==> config.mk <==
export PLATFORM = sky130hd
export DESIGN_NAME = user_press_counter
export DESIGN_NICKNAME = d
export VERILOG_FILES = /design/src/rtl/user_press_counter.sv
export SDC_FILE = /design/constraint.sdc
export NUM_CORES = 1
export LEC_CHECK = 0
export CAP_MARGIN = 20
export CELL_PAD_IN_SITES_DETAIL_PLACEMENT = 0
export CELL_PAD_IN_SITES_GLOBAL_PLACEMENT = 2
export CORE_MARGIN = 1.5
export CORE_UTILIZATION = 41
export DETAILED_ROUTE_END_ITERATION = 16
export DONT_BUFFER_PORTS = 1
export PLACE_DENSITY = 0.9
export SLEW_MARGIN = 10
export SYNTH_ARGS = -nofsm -noshare
export SYNTH_HDL_FRONTEND = slang
export SYNTH_SLANG_ARGS = --single-unit
==> constraint.sdc <==
create_clock -name Clk100M -period 2.7 [get_ports Clk100M]
set_clock_uncertainty 0.1 [all_clocks]
set_input_delay 0.27 -clock Clk100M [delete_from_list [all_inputs] [get_ports Clk100M]]
set_output_delay 0.27 -clock Clk100M [all_outputs]
set_load 0.01 [all_outputs]
==> src/rtl/user_press_counter.sv <==
`default_nettype none
// ============================================================================
// Module      : user_press_counter (+ helper user_press_counter_debounce)
// Description : Debounces the player's tap button and counts presses while
//               the answer window is open. The count saturates at MAX_COUNT,
//               freezes on postSig and is held (countValid=1) until the next
//               answerSig.
// Build option: USER_COUNT_DECREMENT_EN adds a debounced undo button
//               (btnDecRaw) that decrements the count, saturating at 0.
// Revision    : 1.0 - initial release
// ============================================================================

// Synchronizer + stability-counter debouncer; rise_o marks a debounced 0->1.
module user_press_counter_debounce #(
  parameter int DEBOUNCE_CYCLES = 1000000
) (
  input  logic clk_i,
  input  logic rst_n_i,
  input  logic btn_i,
  output logic rise_o
);
  localparam int c_CNT_W = $clog2(DEBOUNCE_CYCLES + 1);
  // The level flips on the edge where the counter would reach DEBOUNCE_CYCLES,
  // so the comparison is against DEBOUNCE_CYCLES-1 held in the register.
  localparam logic [c_CNT_W-1:0] c_CNT_LAST = c_CNT_W'(DEBOUNCE_CYCLES - 1);
  localparam logic [c_CNT_W-1:0] c_CNT_ONE  = c_CNT_W'(1);

  logic               sync1_q;
  logic               sync2_q;
  logic               level_q;
  logic               level_d;
  logic               level_dly_q;
  logic [c_CNT_W-1:0] cnt_q;
  logic [c_CNT_W-1:0] cnt_d;

  // Count consecutive cycles of disagreement; flip the level once stable long enough
  always_comb begin
    cnt_d   = '0;
    level_d = level_q;
    if (sync2_q != level_q) begin
      if (cnt_q == c_CNT_LAST) begin
        level_d = ~level_q;
      end else begin
        cnt_d = cnt_q + c_CNT_ONE;
      end
    end
  end

  // Synchronizer flops, debounced level, delayed level for edge detection
  always_ff @(posedge clk_i) begin
    if (!rst_n_i) begin
      sync1_q     <= 1'b0;
      sync2_q     <= 1'b0;
      level_q     <= 1'b0;
      level_dly_q <= 1'b0;
      cnt_q       <= '0;
    end else begin
      sync1_q     <= btn_i;
      sync2_q     <= sync1_q;
      level_q     <= level_d;
      level_dly_q <= level_q;
      cnt_q       <= cnt_d;
    end
  end

  // Release (1->0) is debounced too but never reported
  assign rise_o = level_q & ~level_dly_q;

endmodule

module user_press_counter #(
  parameter int DEBOUNCE_CYCLES = 1000000,
  parameter int MAX_COUNT       = 99
) (
  input  logic       Clk100M,
  input  logic       resetN,
  input  logic       btnRaw,
  input  logic       btnDecRaw,
  input  logic       answerSig,
  input  logic       postSig,
  output logic [7:0] userCount,
  output logic       pressPulse,
  output logic       countValid
);
  localparam logic [7:0] c_MAX  = 8'(MAX_COUNT);
  localparam logic [7:0] c_ZERO = 8'd0;
  localparam logic [7:0] c_ONE  = 8'd1;

  typedef enum logic [1:0] {
    ST_IDLE     = 2'd0,
    ST_COUNTING = 2'd1,
    ST_HOLD     = 2'd2
  } state_t;

  state_t     state_q;
  state_t     state_d;
  logic [7:0] count_q;
  logic [7:0] count_d;
  logic       pulse_q;
  logic       pulse_d;
  logic       valid_q;
  logic       valid_d;

  logic       w_inc_press;
  logic       w_dec_press;

  user_press_counter_debounce #(
    .DEBOUNCE_CYCLES(DEBOUNCE_CYCLES)
  ) u_tap_deb (
    .clk_i   (Clk100M),
    .rst_n_i (resetN),
    .btn_i   (btnRaw),
    .rise_o  (w_inc_press)
  );

`ifdef USER_COUNT_DECREMENT_EN
  user_press_counter_debounce #(
    .DEBOUNCE_CYCLES(DEBOUNCE_CYCLES)
  ) u_undo_deb (
    .clk_i   (Clk100M),
    .rst_n_i (resetN),
    .btn_i   (btnDecRaw),
    .rise_o  (w_dec_press)
  );
`else
  // Undo button is not part of this build; the port is kept for a fixed pinout
  logic w_unused_btn_dec;
  assign w_unused_btn_dec = btnDecRaw;
  assign w_dec_press      = 1'b0;
`endif

  // Window control and count update; presses outside COUNTING are dropped
  always_comb begin
    state_d = state_q;
    count_d = count_q;
    pulse_d = 1'b0;
    valid_d = valid_q;
    case (state_q)
      ST_IDLE, ST_HOLD: begin
        if (answerSig) begin
          state_d = ST_COUNTING;
          count_d = c_ZERO;
          valid_d = 1'b0;
        end
      end
      ST_COUNTING: begin
        if (postSig) begin
          // Closing wins over a press landing in the same cycle
          state_d = ST_HOLD;
          valid_d = 1'b1;
        end else if (w_inc_press && !w_dec_press) begin
          if (count_q < c_MAX) begin
            count_d = count_q + c_ONE;
            pulse_d = 1'b1;
          end
        end else if (w_dec_press && !w_inc_press) begin
          if (count_q != c_ZERO) begin
            count_d = count_q - c_ONE;
          end
        end
      end
      default: begin
        state_d = ST_IDLE;
      end
    endcase
  end

  // State and registered outputs
  always_ff @(posedge Clk100M) begin
    if (!resetN) begin
      state_q <= ST_IDLE;
      count_q <= c_ZERO;
      pulse_q <= 1'b0;
      valid_q <= 1'b0;
    end else begin
      state_q <= state_d;
      count_q <= count_d;
      pulse_q <= pulse_d;
      valid_q <= valid_d;
    end
  end

  assign userCount  = count_q;
  assign pressPulse = pulse_q;
  assign countValid = valid_q;

endmodule
`default_nettype wire

==> flow_metrics.tcl, run 1 <==
set metrics [dict create \
    status "complete, no violations" \
    grt_pass1_wl_mm 5.33 \
    p_per_area_mw_per_mm2 533 \
    cts.clk_slew.worst_paths_ns 0.07 \
    areaGrowthSynthToFinish_pct 9.58 \
    drive_gt1_frac 0.104 \
    critical-path-max-stage-delay_ns 0.48 \
    clock_latency_ns 0.28 \
    dpl.hpwl_mm 2.20 \
    slowest_stage "or4_1" \
    ir_worst_vdd_v 0.000315 \
    place.port_buffers 0 \
    power_mw 0.931 \
    worstMarginPinSlew_ns 0.487 \
    root_buffer "clkbuf_8" \
    relSlewSlack 0.671 \
    reg2reg_from "u_tap_deb.cnt_q[0]" \
    ys_types 38 \
    crit_path_start_kind "flip-flop" \
    drv_slew 0 \
    fin_cells 231 \
    min_path_type "input port to flip-flop" \
    first_pass_iters 4 \
    period_needed_ns 2.01 \
    synth_area_sq_mm 0.00159 \
    worstSetupStartpoint "u_tap_deb.cnt_q[0]" \
    wl_per_cell_um 13.3 \
    h-tree-depth 2 \
    antenna_found_initial 0 \
    synth_edf_count 0 \
    synthesis.nets 184 \
    crit_chain "ha_1, nand2_1, or3_4, or4_1, a21oi_1" \
    chipHeight_um 65.3 \
    routed_wl_mm 3.08 \
    fin_ws_ns 0.686 \
    yosysWarningCount 0 \
    drtIter0Drc 68 \
    final_antenna_net_count 0 \
    vias 1281 \
    synthesis.instances 176 \
    antennaDiodeCount 0 \
    design.core.area_sq_mm 0.00369 \
    yosysTopAreaCellShare 0.452 \
    place.gp.congestion 0.757 \
    crit_arrival_ns 2.14 \
    drc 0 \
    rsz0062_at_grt "no" \
    min_from "resetN" \
    dieArea_sq_mm 0.00427 \
    fin_crit_sh 0.746 \
    fillCellCount 369 \
    cts.sinks 36 \
    critical_path.max_fanout 6 \
    yosysSeqAreaShare 0.452 \
    cap_violations 0 \
    grt_start_max_net_pins 20 \
    synth_seq_cells 36 \
    cts_tree "yes" \
    grt_overflow 0 \
    crit_type "flip-flop to flip-flop" \
    critPathBufInv 0 \
    fp-row-count 22 \
    post-place-ws_ns 0.715 \
    hold_viol 0 \
    grt_pass1_vias 1192 \
    start_util 0.432 \
    finalSetupViolCount 0 \
    required_ns 2.82 \
    synth_area_leaders "dfxtp_1, xnor2_1, nor2_1" \
    max_freq_ghz 0.497 \
    vias_per_cell 5.55 \
    clockBufferDepth 2 \
    critPathTopFamily "simple AND/OR/NAND/NOR gates" \
    dp_cells 222 \
    grt_usage 0.162 \
    cts_resized 0 \
    die_x_um 65.3 \
    r2r_slack_ns 0.69 \
    end_kind "flip-flop" \
    syn_area_per_cell_sq_um 9.05 \
    finalNetCount 190 \
    yosys.area.top_type "dfxtp_1" \
    async_flop_share 0 \
    p_leak_nw 0.543 \
    io_pins 16 \
    synth_top_flop_cell "dfxtp_1" \
    finalSetupTns_ns 0 \
    numCtsBuffers 5 \
]
layer usage:
metal,part of all wire,global-route usage,vias to the layer above
met5,0,0,-
met4,0.0042,0.0521,0
met3,0.045,0.0565,2
met2,0.44,0.232,22
met1,0.51,0.226,615
li1,-,-,642
kinds of logic after synthesis:
kind of cell | Yosys count | synth area share
buffers and inverters | 11 | 0.0275
and+or+nand+nor | 82 | 0.297
xor gates and xnor gates | 13 | 0.0715
adders and majority gates | 2 | 0.0157
AOI/OAI and AO/OA | 32 | 0.136
DFF | 36 | 0.452
final timing paths:
check,to,depth (start not counted)
hold / removal,u_tap_deb.sync1_q,1
setup reg to reg,u_tap_deb.cnt_q[18],5
hold reg to reg,u_tap_deb.sync2_q,1
setup / recovery,u_tap_deb.cnt_q[18],5
per-stage QoR:
| step | hold slack, ns | utilization | instance area (sq um) |
|---|---|---|---|
| after floorplan | 0.297 | - | 1590 |
| after global placement | 0.296 | 0.447 | 1650 |
| after detailed placement | 0.296 | 0.447 | 1650 |
| after CTS | 0.00988 | 0.473 | 1750 |
| after global routing | 0.00993 | 0.473 | 1750 |
| final | 0.0193 | 0.473 | 1750 |
power by group:
| part | total, mW | switching, mW | internal [mW] | leakage (nW) |
|---|---|---|---|---|
| Sequential | 0.538 | 0.00328 | 0.535 | 0.291 |
| Combinational | 0.0207 | 0.0133 | 0.00738 | 0.210 |
| Clock | 0.372 | 0.188 | 0.184 | 0.0424 |
what timing repair did:
item	in CTS	in global routing
endpoints found under the hold margin	2	0
hold buffers	1	0
endpoints found under the setup margin	0	0
setup buffers	0	0
layout by cell type, fill, tap and decap left out, drive strengths merged:
cell         instances
inv                  7
xnor2                9
o31ai                3
nand2b               2
clkinv               1
nor2b                4
and2                 4
ha                   2
o21ai                9
nand2                9
o211ai               1
a21oi               11
nand4                4
xor2                 4
o2111ai              1
and3                 6
a211o                1
nand3                9
or4                  3
nor4                 6
or3                  5
dlygate4sd3          1
nand4bb              1
dfxtp               36
and4                 1
clkbuf               7
o21a                 1
o221a                5
or2                  2
nor3b                1
nor3                 2
nor2                19
or3b                 1
nor4b                2
buf                  2
nand3b               1
area by class of cell:
type | instances | area [sq um] | area share
repair buffers | 3 | 25.0 | 0.0143
well taps | 48 | 60.1 | 0.0344
clock inverters | 1 | 8.76 | 0.00502
flip-flops and latches | 36 | 721 | 0.413
inverters | 7 | 26.3 | 0.0151
clock buffers | 7 | 76.3 | 0.0437
multi-input cells | 129 | 828 | 0.475
state kept, by name, indices dropped and copies added, names as in the netlist:
| signal | flops |
|---|---|
| u_tap_deb.cnt_q | 20 |
| userCount | 8 |
| countValid | 1 |
| state_q | 2 |
| pressPulse | 1 |
| u_tap_deb.level_q | 1 |
| u_tap_deb.level_dly_q | 1 |
| u_tap_deb.sync1_q | 1 |
| u_tap_deb.sync2_q | 1 |
cell usage after synthesis (2+ instances only):
master,instances
a21oi_1,11
and2_1,3
and3_1,6
buf_2,2
clkbuf_1,2
dfxtp_1,36
ha_1,2
inv_1,7
nand2_1,9
nand2b_1,2
nand3_1,7
nand4_1,4
nor2_1,19
nor2b_1,4
nor3_1,2
nor4_1,6
nor4b_1,2
o21ai_0,9
o221a_2,5
o31ai_1,3
or2_2,2
or3_1,4
or4_1,3
xnor2_1,9
xor2_1,4
No activity file was read; power rests on OpenSTA's default activity.
==> run 2: changes to the inputs <==
--- a/config.mk
+++ b/config.mk
@@ -9,10 +9,10 @@
 export CELL_PAD_IN_SITES_DETAIL_PLACEMENT = 0
 export CELL_PAD_IN_SITES_GLOBAL_PLACEMENT = 2
 export CORE_MARGIN = 1.5
-export CORE_UTILIZATION = 41
+export CORE_UTILIZATION = 38
 export DETAILED_ROUTE_END_ITERATION = 16
 export DONT_BUFFER_PORTS = 1
-export PLACE_DENSITY = 0.9
+export PLACE_DENSITY = 0.85
 export SLEW_MARGIN = 10
 export SYNTH_ARGS = -nofsm -noshare
 export SYNTH_HDL_FRONTEND = slang
==> constraint.sdc (replaced) <==
create_clock -name Clk100M -period 2 [get_ports Clk100M]
set_clock_uncertainty 0.1 [all_clocks]
set_input_delay 0.2 -clock Clk100M [delete_from_list [all_inputs] [get_ports Clk100M]]
set_output_delay 0.2 -clock Clk100M [all_outputs]
set_load 0.01 [all_outputs]
==> run 2 against run 1 <==
Net effect: total power grew 48%; non-clock buffer count grew 7; register-to-register slack worse by 0.57 ns; combinational power up 79%; global-route usage shrank 0.11 points; worst setup slack got worse by 0.57 ns; clock power up 66%; design area increased by 6.0%; cell count up 3.9%; flip-flop and latch count stayed put; hold slack gained 0.047 ns; highest routed layer unchanged.
==> flow_metrics.tcl, run 2 (synthesis gave the netlist of run 1 again) <==
set metrics [dict create \
    numCtsBuffers 5 \
    critical_path.max_fanout 6 \
    p_leak_nw 0.592 \
    grt_start_max_net_pins 20 \
    start_util 0.395 \
    dpl.hpwl_mm 2.24 \
    p_per_area_mw_per_mm2 746 \
    dp_cells 228 \
    fp-row-count 23 \
    slowest_stage "or4_1" \
    wl_per_cell_um 13.4 \
    top_register "u_tap_deb.cnt_q" \
    grt_overflow 0 \
    drive_gt1_frac 0.137 \
    drv_slew 0 \
    vias 1272 \
    chipHeight_um 67.7 \
    die_x_um 67.7 \
    antenna_found_initial 0 \
    vias_per_cell 5.30 \
    rsz0062_at_grt "no" \
    required_ns 2.11 \
    finalNetCount 197 \
    dieArea_sq_mm 0.00459 \
    largest_reg_flops 20 \
    hold_viol 0 \
    critical-path-max-stage-delay_ns 0.47 \
    io_pins 16 \
    crit_type "flip-flop to flip-flop" \
    place.port_buffers 0 \
    final_cell_mix "dfxtp_1, nor2_1, a21oi_1" \
    crit_path_start_kind "flip-flop" \
    cts_setup_buffers 0 \
    finalSetupTns_ns 0 \
    multi_input_area_sq_um 836 \
    end_kind "flip-flop" \
    period_needed_ns 1.89 \
    clockBufferDepth 2 \
    post-place-ws_ns 0.117 \
    fin_ws_ns 0.113 \
    seq_area_sq_um 721 \
    place.gp.congestion 0.779 \
    final_antenna_net_count 0 \
    min_path_type "input port to flip-flop" \
    grt_pass1_vias 1251 \
    final_common_cell "dfxtp_1" \
    cts_tree "yes" \
    fin_cells 240 \
    antennaDiodeCount 0 \
    max_freq_ghz 0.530 \
    grt_pass1_wl_mm 5.46 \
    crit_arrival_ns 2.00 \
    worstMarginPinSlew_ns 0.495 \
    drtIter0Drc 70 \
    areaGrowthSynthToFinish_pct 16.2 \
    routed_wl_mm 3.21 \
    cts.clk_slew.worst_paths_ns 0.07 \
    ir_worst_vdd_v 0.000382 \
    cts.sinks 36 \
    status "complete, no violations" \
    cap_violations 0 \
    h-tree-depth 2 \
    grt_usage 0.160 \
    design.core.area_sq_mm 0.00403 \
    drc 0 \
    first_pass_iters 4 \
    fin_crit_sh 0.944 \
    fillCellCount 414 \
    clock_latency_ns 0.28 \
    crit_chain "ha_2, nand2_1, or3_4, or4_1, a21oi_1" \
    root_buffer "clkbuf_8" \
    relSlewSlack 0.665 \
    finalSetupViolCount 0 \
]
## run 2: changes by cell type in the layout (fill, tap and decap cells not counted), sizes merged
cell	change
dlygate4sd3	+3
clkbuf	-1
bufinv	+1
buf	+4
## run 2: cell type report
cell class,instances,share of cell area
clock buffer,6,0.0392
inverter,7,0.0142
sequential,36,0.389
clock inverter,2,0.0189
timing repair buffer,10,0.0527
tap,50,0.0338
multi-input combinational,129,0.452
## run 2: final timing paths
path                                    startpoint                  end  slack (ns)  depth (start not counted)
worst max-delay path            u_tap_deb.cnt_q[0]  u_tap_deb.cnt_q[18]        0.11                          5
worst min-delay path                        resetN           pressPulse        0.07                          2
worst max register to register  u_tap_deb.cnt_q[0]  u_tap_deb.cnt_q[18]        0.11                          5
worst min register to register   u_tap_deb.sync1_q    u_tap_deb.sync2_q        0.33                          1
## run 2: repair_timing
action / in CTS / in global routing
setup endpoints to repair: 0 / 3
hold buffers: 4 / 0
endpoints found under the hold margin: 13 / 0
gates resized for setup: 0 / 2
## run 2: layer usage
layer	global-route usage	wire, um
met5	0	0
met4	0.0459	21
met3	0.0617	102
met2	0.235	1430
met1	0.218	1660
## run 2: power by group
group / total [mW] / switching [mW] / internal (mW)
registers: 0.727 / 0.00449 / 0.722
clock network: 0.617 / 0.247 / 0.370
logic: 0.0371 / 0.0219 / 0.0152
total: 1.38 / 0.274 / 1.11
## run 2: worst max-delay path: cells and delay by family (launching register included)
family,cells,cell delay [ns]
compound gates,1,0.17
flops,1,0.37
fa+ha+maj,1,0.22
simple gates,3,0.97
## run 2: metrics by stage
stage | util | area [sq um] | total power [mW] | hold slack (ns)
2_1_floorplan | - | 1590 | 0.764 | 0.227
3_3_place_gp | 0.421 | 1700 | 0.770 | 0.227
3_5_place_dp | 0.421 | 1700 | 0.771 | 0.226
4_1_cts | 0.457 | 1840 | 1.40 | 0.0537
5_1_grt | 0.459 | 1850 | 1.44 | 0.0612
6_report | 0.459 | 1850 | 1.38 | 0.0661
